===== config.mk =====
export PLATFORM = sky130hd
export DESIGN_NAME = ps2_cmd_sched
export DESIGN_NICKNAME = d
export VERILOG_FILES = /design/src/rtl/ps2_cmd_sched.sv
export SDC_FILE = /design/constraint.sdc
export NUM_CORES = 1
export LEC_CHECK = 0
export BUFFER_PORTS_ARGS = -buffer_cell sky130_fd_sc_hd__buf_4
export CORE_UTILIZATION = 52
export DETAILED_ROUTE_END_ITERATION = 6
export PLACE_DENSITY = 0.84
export RECOVER_POWER = 100
export SETUP_SLACK_MARGIN = 0.02
export SYNTH_ARGS = -nofsm -noshare
export SYNTH_HDL_FRONTEND = slang
export SYNTH_SLANG_ARGS = --single-unit

===== constraint.sdc =====
create_clock -name clk -period 4.2 [get_ports clk]
set_clock_uncertainty 0.1 [all_clocks]
set_input_delay 0.42 -clock clk [delete_from_list [all_inputs] [get_ports clk]]
set_output_delay 0.42 -clock clk [all_outputs]
set_load 0.01 [all_outputs]

===== src/rtl/ps2_cmd_sched.sv =====
// ps2_cmd_sched: arbitrates one ps2_host between two command requesters
// (0 = power-on init, 1 = bus/software) and runs each command byte through
// transmit -> wait for 0xFA / resend on 0xFE -> status report. Device bytes
// that are not ACK/RESEND are forwarded on the rx stream port.
//
// Optional build macro: PS2_SCHED_TIMEOUT_EN adds a response timeout of
// CLK_FREQ*1000*TIMEOUT_MS cycles (status 3). Without it a silent device
// holds the scheduler in WAIT until reset.
//
// Ports:
//   clk, rst_n                      clock, async active-low reset
//   req_valid[1:0], req_data[15:0]  per-requester command pending / {byte1, byte0}
//   req_grant[1:0]                  one-hot owner of the host
//   req_done[1:0], req_status[1:0]  completion pulse + status (0 ok, 1 retry, 2 err, 3 timeout)
//   rx_valid, rx_data, rx_perr      forwarded device byte stream
//   host_tx_en, host_tx_data        transmit request to ps2_host
//   host_rx_en                      receive enable to ps2_host
//   host_rx_data, host_*_busy/ack/err  status from ps2_host
module ps2_cmd_sched #(
    parameter int unsigned CLK_FREQ   = 100,
    parameter int unsigned TIMEOUT_MS = 20,
    parameter int unsigned MAX_RETRY  = 3
) (
    input  logic        clk,
    input  logic        rst_n,
    input  logic [1:0]  req_valid,
    input  logic [15:0] req_data,
    output logic [1:0]  req_grant,
    output logic [1:0]  req_done,
    output logic [1:0]  req_status,
    output logic        rx_valid,
    output logic [7:0]  rx_data,
    output logic        rx_perr,
    output logic        host_tx_en,
    output logic [7:0]  host_tx_data,
    output logic        host_rx_en,
    input  logic [7:0]  host_rx_data,
    input  logic        host_tx_busy,
    input  logic        host_rx_busy,
    input  logic        host_tx_ack,
    input  logic        host_rx_ack,
    input  logic        host_tx_err,
    input  logic        host_rx_err
);

    localparam int unsigned RETRY_W   = 4;
    localparam logic [7:0] BYTE_ACK    = 8'hFA;
    localparam logic [7:0] BYTE_RESEND = 8'hFE;
    localparam logic [1:0] STS_OK      = 2'd0;
    localparam logic [1:0] STS_RETRY   = 2'd1;
    localparam logic [1:0] STS_ERR     = 2'd2;

    // Elaboration-time sanity check of the configuration
    if (CLK_FREQ * TIMEOUT_MS == 0 || MAX_RETRY > 15) begin : g_cfg_chk
        $error("ps2_cmd_sched: invalid CLK_FREQ/TIMEOUT_MS/MAX_RETRY");
    end

    typedef enum logic [1:0] {
        ST_IDLE,
        ST_SEND,
        ST_WAIT,
        ST_DONE
    } state_e;

    state_e               state_q, state_d;
    logic [1:0]           grant_q, grant_d;
    logic                 last_grant_q, last_grant_d;
    logic [1:0]           done_q, done_d;
    logic [1:0]           status_q, status_d;
    logic                 rx_valid_q, rx_valid_d;
    logic [7:0]           rx_data_q, rx_data_d;
    logic                 rx_perr_q, rx_perr_d;
    logic                 tx_en_q, tx_en_d;
    logic [7:0]           tx_data_q, tx_data_d;
    logic                 rx_en_q, rx_en_d;
    logic [RETRY_W-1:0]   retry_q, retry_d;
    logic                 pick_c;

    // The host's transmit busy flag is implied by SEND; not needed here
    logic unused_tx_busy_c;
    assign unused_tx_busy_c = host_tx_busy;

`ifdef PS2_SCHED_TIMEOUT_EN
    localparam logic [1:0]  STS_TIMEOUT = 2'd3;
    localparam int unsigned TO_CYCLES   = CLK_FREQ * 1000 * TIMEOUT_MS;
    localparam int unsigned TO_W        = $clog2(TO_CYCLES);
    logic [TO_W-1:0] to_cnt_q, to_cnt_d;
    logic            to_expired_c;
    assign to_expired_c = (to_cnt_q == TO_W'(TO_CYCLES - 1));
`endif

    // Next-state, arbitration, retry and forwarding logic
    always_comb begin
        state_d      = state_q;
        grant_d      = grant_q;
        last_grant_d = last_grant_q;
        done_d       = 2'b00;
        status_d     = status_q;
        rx_valid_d   = 1'b0;
        rx_data_d    = rx_data_q;
        rx_perr_d    = rx_perr_q;
        tx_data_d    = tx_data_q;
        retry_d      = retry_q;
        pick_c       = 1'b0;

        unique case (state_q)
            ST_IDLE: begin
                if (host_rx_ack || host_rx_err) begin
                    rx_valid_d = 1'b1;
                    rx_data_d  = host_rx_data;
                    rx_perr_d  = host_rx_err;
                end
                // Never start a command while the host is mid-way through a receive
                if (|req_valid && !host_rx_busy) begin
                    pick_c    = (req_valid == 2'b11) ? ~last_grant_q : req_valid[1];
                    grant_d   = pick_c ? 2'b10 : 2'b01;
                    tx_data_d = pick_c ? req_data[15:8] : req_data[7:0];
                    retry_d   = '0;
                    state_d   = ST_SEND;
                end
            end
            ST_SEND: begin
                if (host_tx_err) begin
                    status_d = STS_ERR;
                    state_d  = ST_DONE;
                end else if (host_tx_ack) begin
                    state_d = ST_WAIT;
                end
`ifdef PS2_SCHED_TIMEOUT_EN
                else if (to_expired_c) begin
                    status_d = STS_TIMEOUT;
                    state_d  = ST_DONE;
                end
`endif
            end
            ST_WAIT: begin
                // rx_err wins over a simultaneous rx_ack
                if (host_rx_err) begin
                    rx_valid_d = 1'b1;
                    rx_data_d  = host_rx_data;
                    rx_perr_d  = 1'b1;
                    status_d   = STS_ERR;
                    state_d    = ST_DONE;
                end else if (host_rx_ack) begin
                    if (host_rx_data == BYTE_ACK) begin
                        status_d = STS_OK;
                        state_d  = ST_DONE;
                    end else if (host_rx_data == BYTE_RESEND) begin
                        if (retry_q < RETRY_W'(MAX_RETRY)) begin
                            retry_d = retry_q + RETRY_W'(1);
                            state_d = ST_SEND;
                        end else begin
                            status_d = STS_RETRY;
                            state_d  = ST_DONE;
                        end
                    end else begin
                        rx_valid_d = 1'b1;
                        rx_data_d  = host_rx_data;
                        rx_perr_d  = 1'b0;
                    end
                end
`ifdef PS2_SCHED_TIMEOUT_EN
                else if (to_expired_c) begin
                    status_d = STS_TIMEOUT;
                    state_d  = ST_DONE;
                end
`endif
            end
            ST_DONE: begin
                last_grant_d = grant_q[1];
                grant_d      = 2'b00;
                state_d      = ST_IDLE;
            end
            default: state_d = ST_IDLE;
        endcase

        // Completion pulse coincides with the single DONE cycle
        if (state_d == ST_DONE && state_q != ST_DONE) begin
            done_d = grant_q;
        end

        tx_en_d = (state_d == ST_SEND);
        // Dropping rx_en for the DONE cycle re-arms the host receiver
        rx_en_d = (state_d != ST_DONE);

`ifdef PS2_SCHED_TIMEOUT_EN
        if ((state_d == ST_SEND || state_d == ST_WAIT) && state_d == state_q && !host_rx_ack) begin
            to_cnt_d = to_cnt_q + TO_W'(1);
        end else begin
            to_cnt_d = '0;
        end
`endif
    end

    // State and output registers
    always_ff @(posedge clk or negedge rst_n) begin
        if (!rst_n) begin
            state_q      <= ST_IDLE;
            grant_q      <= 2'b00;
            last_grant_q <= 1'b1;
            done_q       <= 2'b00;
            status_q     <= 2'b00;
            rx_valid_q   <= 1'b0;
            rx_data_q    <= 8'h00;
            rx_perr_q    <= 1'b0;
            tx_en_q      <= 1'b0;
            tx_data_q    <= 8'h00;
            rx_en_q      <= 1'b0;
            retry_q      <= '0;
        end else begin
            state_q      <= state_d;
            grant_q      <= grant_d;
            last_grant_q <= last_grant_d;
            done_q       <= done_d;
            status_q     <= status_d;
            rx_valid_q   <= rx_valid_d;
            rx_data_q    <= rx_data_d;
            rx_perr_q    <= rx_perr_d;
            tx_en_q      <= tx_en_d;
            tx_data_q    <= tx_data_d;
            rx_en_q      <= rx_en_d;
            retry_q      <= retry_d;
        end
    end

`ifdef PS2_SCHED_TIMEOUT_EN
    // Response timeout counter
    always_ff @(posedge clk or negedge rst_n) begin
        if (!rst_n) begin
            to_cnt_q <= '0;
        end else begin
            to_cnt_q <= to_cnt_d;
        end
    end
`endif

    assign req_grant    = grant_q;
    assign req_done     = done_q;
    assign req_status   = status_q;
    assign rx_valid     = rx_valid_q;
    assign rx_data      = rx_data_q;
    assign rx_perr      = rx_perr_q;
    assign host_tx_en   = tx_en_q;
    assign host_tx_data = tx_data_q;
    assign host_rx_en   = rx_en_q;

endmodule

==> results by group, run 1 <==
Status
  – Status: finished with violations
  – Failing checks: capacitance limit, slew limit

Job
  – Max-cap viol count: 2

Synthesis
  – Library cells used by synthesis: 45
  – Yosys reg bits: 33
  – Syn nets: 186
  – Yosys warnings: 0
  – Mapped Avg Cell Area: 11.16 um2
  – Ys flop type: dfrtp_1
  – Number of synthesized flops with an enable pin: 0
  – Post-synthesis async set-or-reset flop share: 1.000
  – Seq/Total Area, Yosys: 0.5042
  – Mapped cell area: 0.001640 mm2
  – Cells after Synth: 147

STA
  – Final Max Slew Viols: 45
  – FMAX: 0.4049 GHz
  – Worst slew margin: -0.1604
  – RSZ-0062 raised after global routing: false
  – Final setup TNS: 0 ps
  – Period utilization: 0.5881
  – Final Hold Viols: 0
  – Final worst path period need: 2470 ps
  – Worst-Margin Slew: 1741 ps
  – Final setup viols: 0

Floorplan
  – # IOs: 60
  – CORE AREA: 0.003028 mm2
  – Rows: 20
  – Die height: 58.17 um
  – Initial Util: 0.5417
  – Die span in x: 58.17 um
  – Die outline area: 0.003383 mm2

Clock network
  – CTS tree: yes
  – Root buffer cell: clkbuf_4
  – CTS buffer count: 5
  – CTS Sinks: 33
  – H-tree depth: 2
  – Clock slew at reported path FFs: 90 ps
  – Clock Latency Late Sink: 330 ps
  – Max Root-Sink Buffers: 2
  – Setup bufs post-CTS: 0

Route
  – Drt total wl: 3794 um
  – Routed len/inst: 14.88 um
  – Vias/cell: 5.620
  – Drt drc: 0
  – Via Count: 1,433
  – Starting DRT DRC Count: 56
  – Drt pass-1 iters: 4
  – ANT nets after route: 0

Pwr
  – PD cells: 594.0 mW/mm2
  – Clock Power Share: 0.137
  – Power share of the combinational group: 0.446
  – Tot Pwr: 1215 uW
  – Sw Share: 0.4021
  – Worst vdd ir: 0.2846 mV
  – Int Power: 726.5 uW
  – Leakage Power: 0.0009130 uW
  – Psw: 488.7 uW
  – Sequential share of power: 0.417

Global route
  – Vias in the first global route: 1,402
  – Global-route wire length before repair: 6230 um
  – Total track usage: 0.2470
  – Pin count of the biggest net entering global routing: 34
  – Antenna violations before repair: 0
  – Gr ovfl total: 0

Layout
  – N_diodes: 0
  – Most frequent cells in the layout: dfrtp_1, buf_4, clkbuf_1
  – Non-Filler Cell Area, Final: 0.002046 mm2
  – Fillers: 273
  – Finished Layout Cells: 255
  – Final #Nets: 249
  – Area grow syn2layout: 24.71%
  – Most common cell after layout, fill and taps aside: dfrtp_1
  – Share of layout cells above drive strength 1: 0.2322

Setup path
  – Max incr delay on CP: 740 ps
  – Max stage delay cell, worst path: o221ai_1
  – Crit-path max FO: 10
  – Worst EP arrival: 2590 ps
  – Critical path class: reg2reg
  – Worst-path cell chain: inv_1 -> ha_1 -> nand2b_1 -> o221ai_1 -> mux2_2
  – Req. time, crit path: 4320 ps
  – CP endpoint kind: register
  – Startpoint types: register

Placed design
  – Placer Congestion: 0.9136
  – PortBufs: 58
  – Dpl hpwl: 2990 um
  – Placed Instance Area: 0.002117 mm2
  – Post-Place Cells: 246

Hold path
  – Hold crit path type: in2reg
power by group through the flow:
stage | clock network [uW] | logic, uW | registers (uW)
2_1_floorplan | 0 | 318 | 552
3_3_place_gp | 0 | 610 | 504
3_5_place_dp | 0 | 640 | 516
4_1_cts | 171 | 642 | 510
5_1_grt | 186 | 594 | 518
6_report | 166 | 542 | 507
metrics by stage:
step / worst slack, ps / util / hold slack, ps
3_3_place_gp: 2153 / 0.6992 / 277.8
3_5_place_dp: 2009 / 0.6992 / 285.3
4_1_cts: 1973 / 0.7186 / 223.9
6_report: 1730 / 0.6756 / 233.6
2_1_floorplan: 2340 / - / 24.41
5_1_grt: 1555 / 0.6756 / 225.6
layout make-up:
| cell class | count | area [um2] | share of cell area |
|---|---|---|---|
| timing repair buffer | 59 | 344.1 | 0.1682 |
| inverter | 8 | 30.03 | 0.01468 |
| sequential | 33 | 827.0 | 0.4043 |
| multi-input combinational | 103 | 740.7 | 0.3621 |
| clock buffer | 8 | 48.80 | 0.02385 |
| tap | 44 | 55.05 | 0.02691 |
sequential cells by signal, indices dropped and copies added, names as in the netlist:
| register | flops |
|---|---|
| last_grant_q | 1 |
| rx_valid | 1 |
| rx_data | 8 |
| retry_q | 4 |
| rx_perr | 1 |
| req_grant | 2 |
| req_status | 2 |
| state_q | 2 |
| req_done | 2 |
| host_rx_en | 1 |
| host_tx_data | 8 |
| host_tx_en | 1 |
cells in the mapped netlist, types with 2 or more instances:
library cell / number / area share
dfrtp_1: 32 / 0.49
nand2_1: 4 / 0.0092
o211ai_1: 2 / 0.0092
nor2b_1: 3 / 0.011
o31ai_1: 2 / 0.0092
nor2_1: 13 / 0.030
mux2_2: 7 / 0.048
buf_2: 2 / 0.0061
a21oi_1: 12 / 0.037
o21ai_0: 4 / 0.012
o22ai_1: 2 / 0.0076
ha_1: 5 / 0.038
nor4b_1: 2 / 0.011
o221ai_1: 2 / 0.011
nand2b_1: 3 / 0.011
inv_1: 8 / 0.018
nand3_1: 4 / 0.012
mux2i_1: 8 / 0.049
mux2_1: 2 / 0.014
nor3_1: 3 / 0.0092
nand4_1: 3 / 0.011
final timing paths:
check / from / endpoint / slack [ps] / cells after the start
max: state_q[0]$_DFF_PN0_ / rx_data[7]$_DFFE_PN0P_ / 1730 / 5
min: host_rx_data[4] / rx_data[4]$_DFFE_PN0P_ / 230 / 2
max reg2reg: state_q[0]$_DFF_PN0_ / rx_data[7]$_DFFE_PN0P_ / 1730 / 5
min reg2reg: rx_data[4]$_DFFE_PN0P_ / rx_data[4]$_DFFE_PN0P_ / 410 / 1
max in group asynchronous: rst_n / rx_data[6]$_DFFE_PN0P_ / 2020 / 2
min in group asynchronous: rst_n / rx_data[2]$_DFFE_PN0P_ / 980 / 2
logic make-up (layout without fill, tap and decap cells):
| family | Yosys count | count (layout) | share of synthesized area |
|---|---|---|---|
| buffers and inverters | 11 | 75 | 0.02670 |
| multiplexers | 17 | 17 | 0.1106 |
| AND/OR/NAND/NOR | 50 | 50 | 0.1877 |
| AO/OA/AOI/OAI | 31 | 31 | 0.1327 |
| adder cells (fa/ha/maj) | 5 | 5 | 0.03814 |
| flip-flops | 33 | 33 | 0.5042 |
per-layer routing:
metal / GRT usage / vias up / routed length, um
li1: - / 668 / -
met1: 0.2822 / 699 / 1536
met2: 0.4417 / 54 / 1957
met3: 0.06920 / 12 / 203
met4: 0.08503 / 0 / 97
met5: 0 / - / 0
critical path, delay by kind of cell, from the launching register on:
family                     cells  cell delay, ps
and+or+nand+nor                1             170
DFF                            1             440
muxes                          1             420
adders and majority gates      1             350
buffers and inverters          1             130
AOI/OAI and AO/OA              1             740
what timing repair did:
action | in CTS | in global routing
hold endpoints to repair | 32 | 0
gates resized for setup | 0 | 0
endpoints found under the setup margin | 0 | 0
hold buffers | 1 | 0
Note: power is estimated with default switching activity, not from simulation.
==> inputs of run 2 (changes only) <==
Settings changed: CORE_UTILIZATION 52 to 44, PLACE_DENSITY 0.84 to 0.76.
Clock period 4.2 ns to 2.25 ns, I/O delays scaled along.
==> run 2 against run 1 <==
The flow now finishes without violations. Fmax rose by 19%. Core utilization fell by 5.1 points. Combinational power rose by 94%. Clock power rose to 2.9 times the previous value. Hold slack got worse by 150 ps. Die area rose by 18%. Cell count rose by 2.0%.
==> results by group, run 2 (synthesized netlist as in run 1, its figures left out) <==
Pwr
  – Worst vdd ir: 0.5282 mV (was 0.2846 mV)
  – Leakage Power: 0.0009596 uW (was 0.0009130 uW)
  – Tot Pwr: 2483 uW (was 1215 uW)
  – PD cells: 1155 mW/mm2 (was 594.0 mW/mm2)

Layout
  – N_diodes: 0 (unchanged)
  – Fin util: 0.6245 (was 0.6756)
  – Area grow syn2layout: 31.04% (was 24.71%)
  – Finished Layout Cells: 260 (was 255)
  – Share of layout cells above drive strength 1: 0.2897 (was 0.2322)
  – Most common cell after layout, fill and taps aside: buf_4 (was dfrtp_1)
  – Most frequent cells in the layout: buf_4, dfrtp_1, clkbuf_1 (was dfrtp_1, buf_4, clkbuf_1)
  – Final #Nets: 252 (was 249)

Global route
  – Gr ovfl total: 0 (unchanged)
  – Pin count of the biggest net entering global routing: 34 (unchanged)
  – Antenna violations before repair: 0 (unchanged)
  – Global-route wire length before repair: 6548 um (was 6230 um)
  – Total track usage: 0.2119 (was 0.2470)
  – Vias in the first global route: 1,474 (was 1,402)

Route
  – Starting DRT DRC Count: 36 (was 56)
  – Vias/cell: 5.358 (was 5.620)
  – Routed len/inst: 14.45 um (was 14.88 um)
  – Via Count: 1,393 (was 1,433)
  – Drt drc: 0 (unchanged)
  – ANT nets after route: 0 (unchanged)
  – Drt pass-1 iters: 4 (unchanged)
  – Drt total wl: 3758 um (was 3794 um)

Setup path
  – Reg-to-reg slack, setup: 180 ps (was 1730 ps)
  – R2R depth: 6 (was 5)
  – Max incr delay on CP: 430 ps (was 740 ps)
  – CP delay by family, top: simple AND/OR/NAND/NOR gates (was compound AO/OA/AOI/OAI gates)
  – Crit-path max FO: 8 (was 10)
  – Worst path bufs/invs: 1 (unchanged)
  – Worst EP arrival: 2160 ps (was 2590 ps)
  – Worst-path cell chain: inv_1 -> ha_1 -> nand2b_1 -> a2111oi_1 -> or3_4 -> nor4b_1 (was inv_1 -> ha_1 -> nand2b_1 -> o221ai_1 -> mux2_2)
  – Max stage delay cell, worst path: dfrtp_1 (was o221ai_1)
  – Critical path class: reg2reg (unchanged)
  – CP endpoint kind: register (unchanged)
  – Req. time, crit path: 2330 ps (was 4320 ps)
  – WP depth: 6 (was 5)
  – Startpoint types: register (unchanged)

Status
  – Status: finished, final reports clean (was finished with violations)

STA
  – Final Hold Viols: 0 (unchanged)
  – Final setup TNS: 0 ps (unchanged)
  – Final Max Slew Viols: 0 (was 45)
  – FMAX: 0.4829 GHz (was 0.4049 GHz)
  – Final worst path period need: 2071 ps (was 2470 ps)
  – RSZ-0062 raised after global routing: false (unchanged)
  – Final setup viols: 0 (unchanged)
  – Period utilization: 0.9203 (was 0.5881)
  – Worst-Margin Slew: 812.7 ps (was 1741 ps)
  – Worst slew margin: 0.4582 (was -0.1604)

Clock network
  – CTS buffer count: 5 (unchanged)
  – Max Root-Sink Buffers: 2 (unchanged)
  – Root buffer cell: clkbuf_8 (was clkbuf_4)
  – CTS tree: yes (unchanged)
  – CTS Sinks: 33 (unchanged)
  – Clock slew at reported path FFs: 70 ps (was 90 ps)
  – Clock Latency Late Sink: 290 ps (was 330 ps)
  – H-tree depth: 2 (unchanged)

Placed design
  – PortBufs: 58 (unchanged)
  – Placer Congestion: 0.8191 (was 0.9136)
  – Post-Place Cells: 251 (was 246)
  – Dpl hpwl: 2830 um (was 2990 um)

Floorplan
  – CORE AREA: 0.003442 mm2 (was 0.003028 mm2)
  – # IOs: 60 (unchanged)
  – Die span in x: 63.06 um (was 58.17 um)
  – Initial Util: 0.4766 (was 0.5417)
  – Die outline area: 0.003976 mm2 (was 0.003383 mm2)
  – Die height: 63.06 um (was 58.17 um)
  – Rows: 21 (was 20)

Hold path
  – Worst Hold Depth: 2 (unchanged)
  – Hold crit path type: in2reg (unchanged)

Job
  – Max-cap viol count: 0 (was 2)
## run 2: cell types whose count changed in the layout (fill, tap and decap cells not counted), sizes merged
cell,delta
clkinv,+1
buf,+2
## run 2: per-stage QoR
stage	hold WS, ps	instance area, um2	setup slack, ps
global route	81.93	2150	49.50
detailed placement	92.01	2142	137.0
finish	87.60	2150	179.2
floorplan	-170.6	1640	389.7
global placement	81.50	2142	242.6
CTS	81.61	2253	50.83
## run 2: layout make-up
| type | instances | area (um2) |
|---|---|---|
| clock buffer | 7 | 96.34 |
| clock inverter | 1 | 5.005 |
| fill | 304 | 1292 |
| inverter | 8 | 30.03 |
| multi-input combinational | 103 | 768.2 |
| sequential | 33 | 827.0 |
| tap | 46 | 57.56 |
| timing repair buffer | 62 | 365.4 |
## run 2: timing repair
action / in CTS / in global routing
setup buffers: 0 / 0
gates resized for setup: 0 / 3
setup endpoints to repair: 0 / 3
endpoints found under the hold margin: 32 / 0
hold buffers: 1 / 0
## run 2: power by group
group          internal (uW)  total, uW  switching [uW]
combinational            451       1050             600
sequential               819        944             125
clock                    276        488             212
total                   1550       2480             937
## run 2: metal layers
layer / track usage / vias up / wire, um
li1: - / 671 / -
met1: 0.2456 / 673 / 1636
met2: 0.3602 / 41 / 1856
met3: 0.06522 / 8 / 187
met4: 0.08721 / 0 / 77
met5: 0 / - / 0
## run 2: final timing paths
path                                             start                      to
min in group asynchronous                        rst_n  rx_data[2]$_DFFE_PN0P_
worst max-delay path              state_q[1]$_DFF_PN0_   req_done[1]$_DFF_PN0_
worst max register to register    state_q[1]$_DFF_PN0_   req_done[1]$_DFF_PN0_
max in group asynchronous                        rst_n  rx_data[5]$_DFFE_PN0P_
worst min register to register  rx_data[4]$_DFFE_PN0P_  rx_data[4]$_DFFE_PN0P_
worst min-delay path                   host_rx_data[0]  rx_data[0]$_DFFE_PN0P_
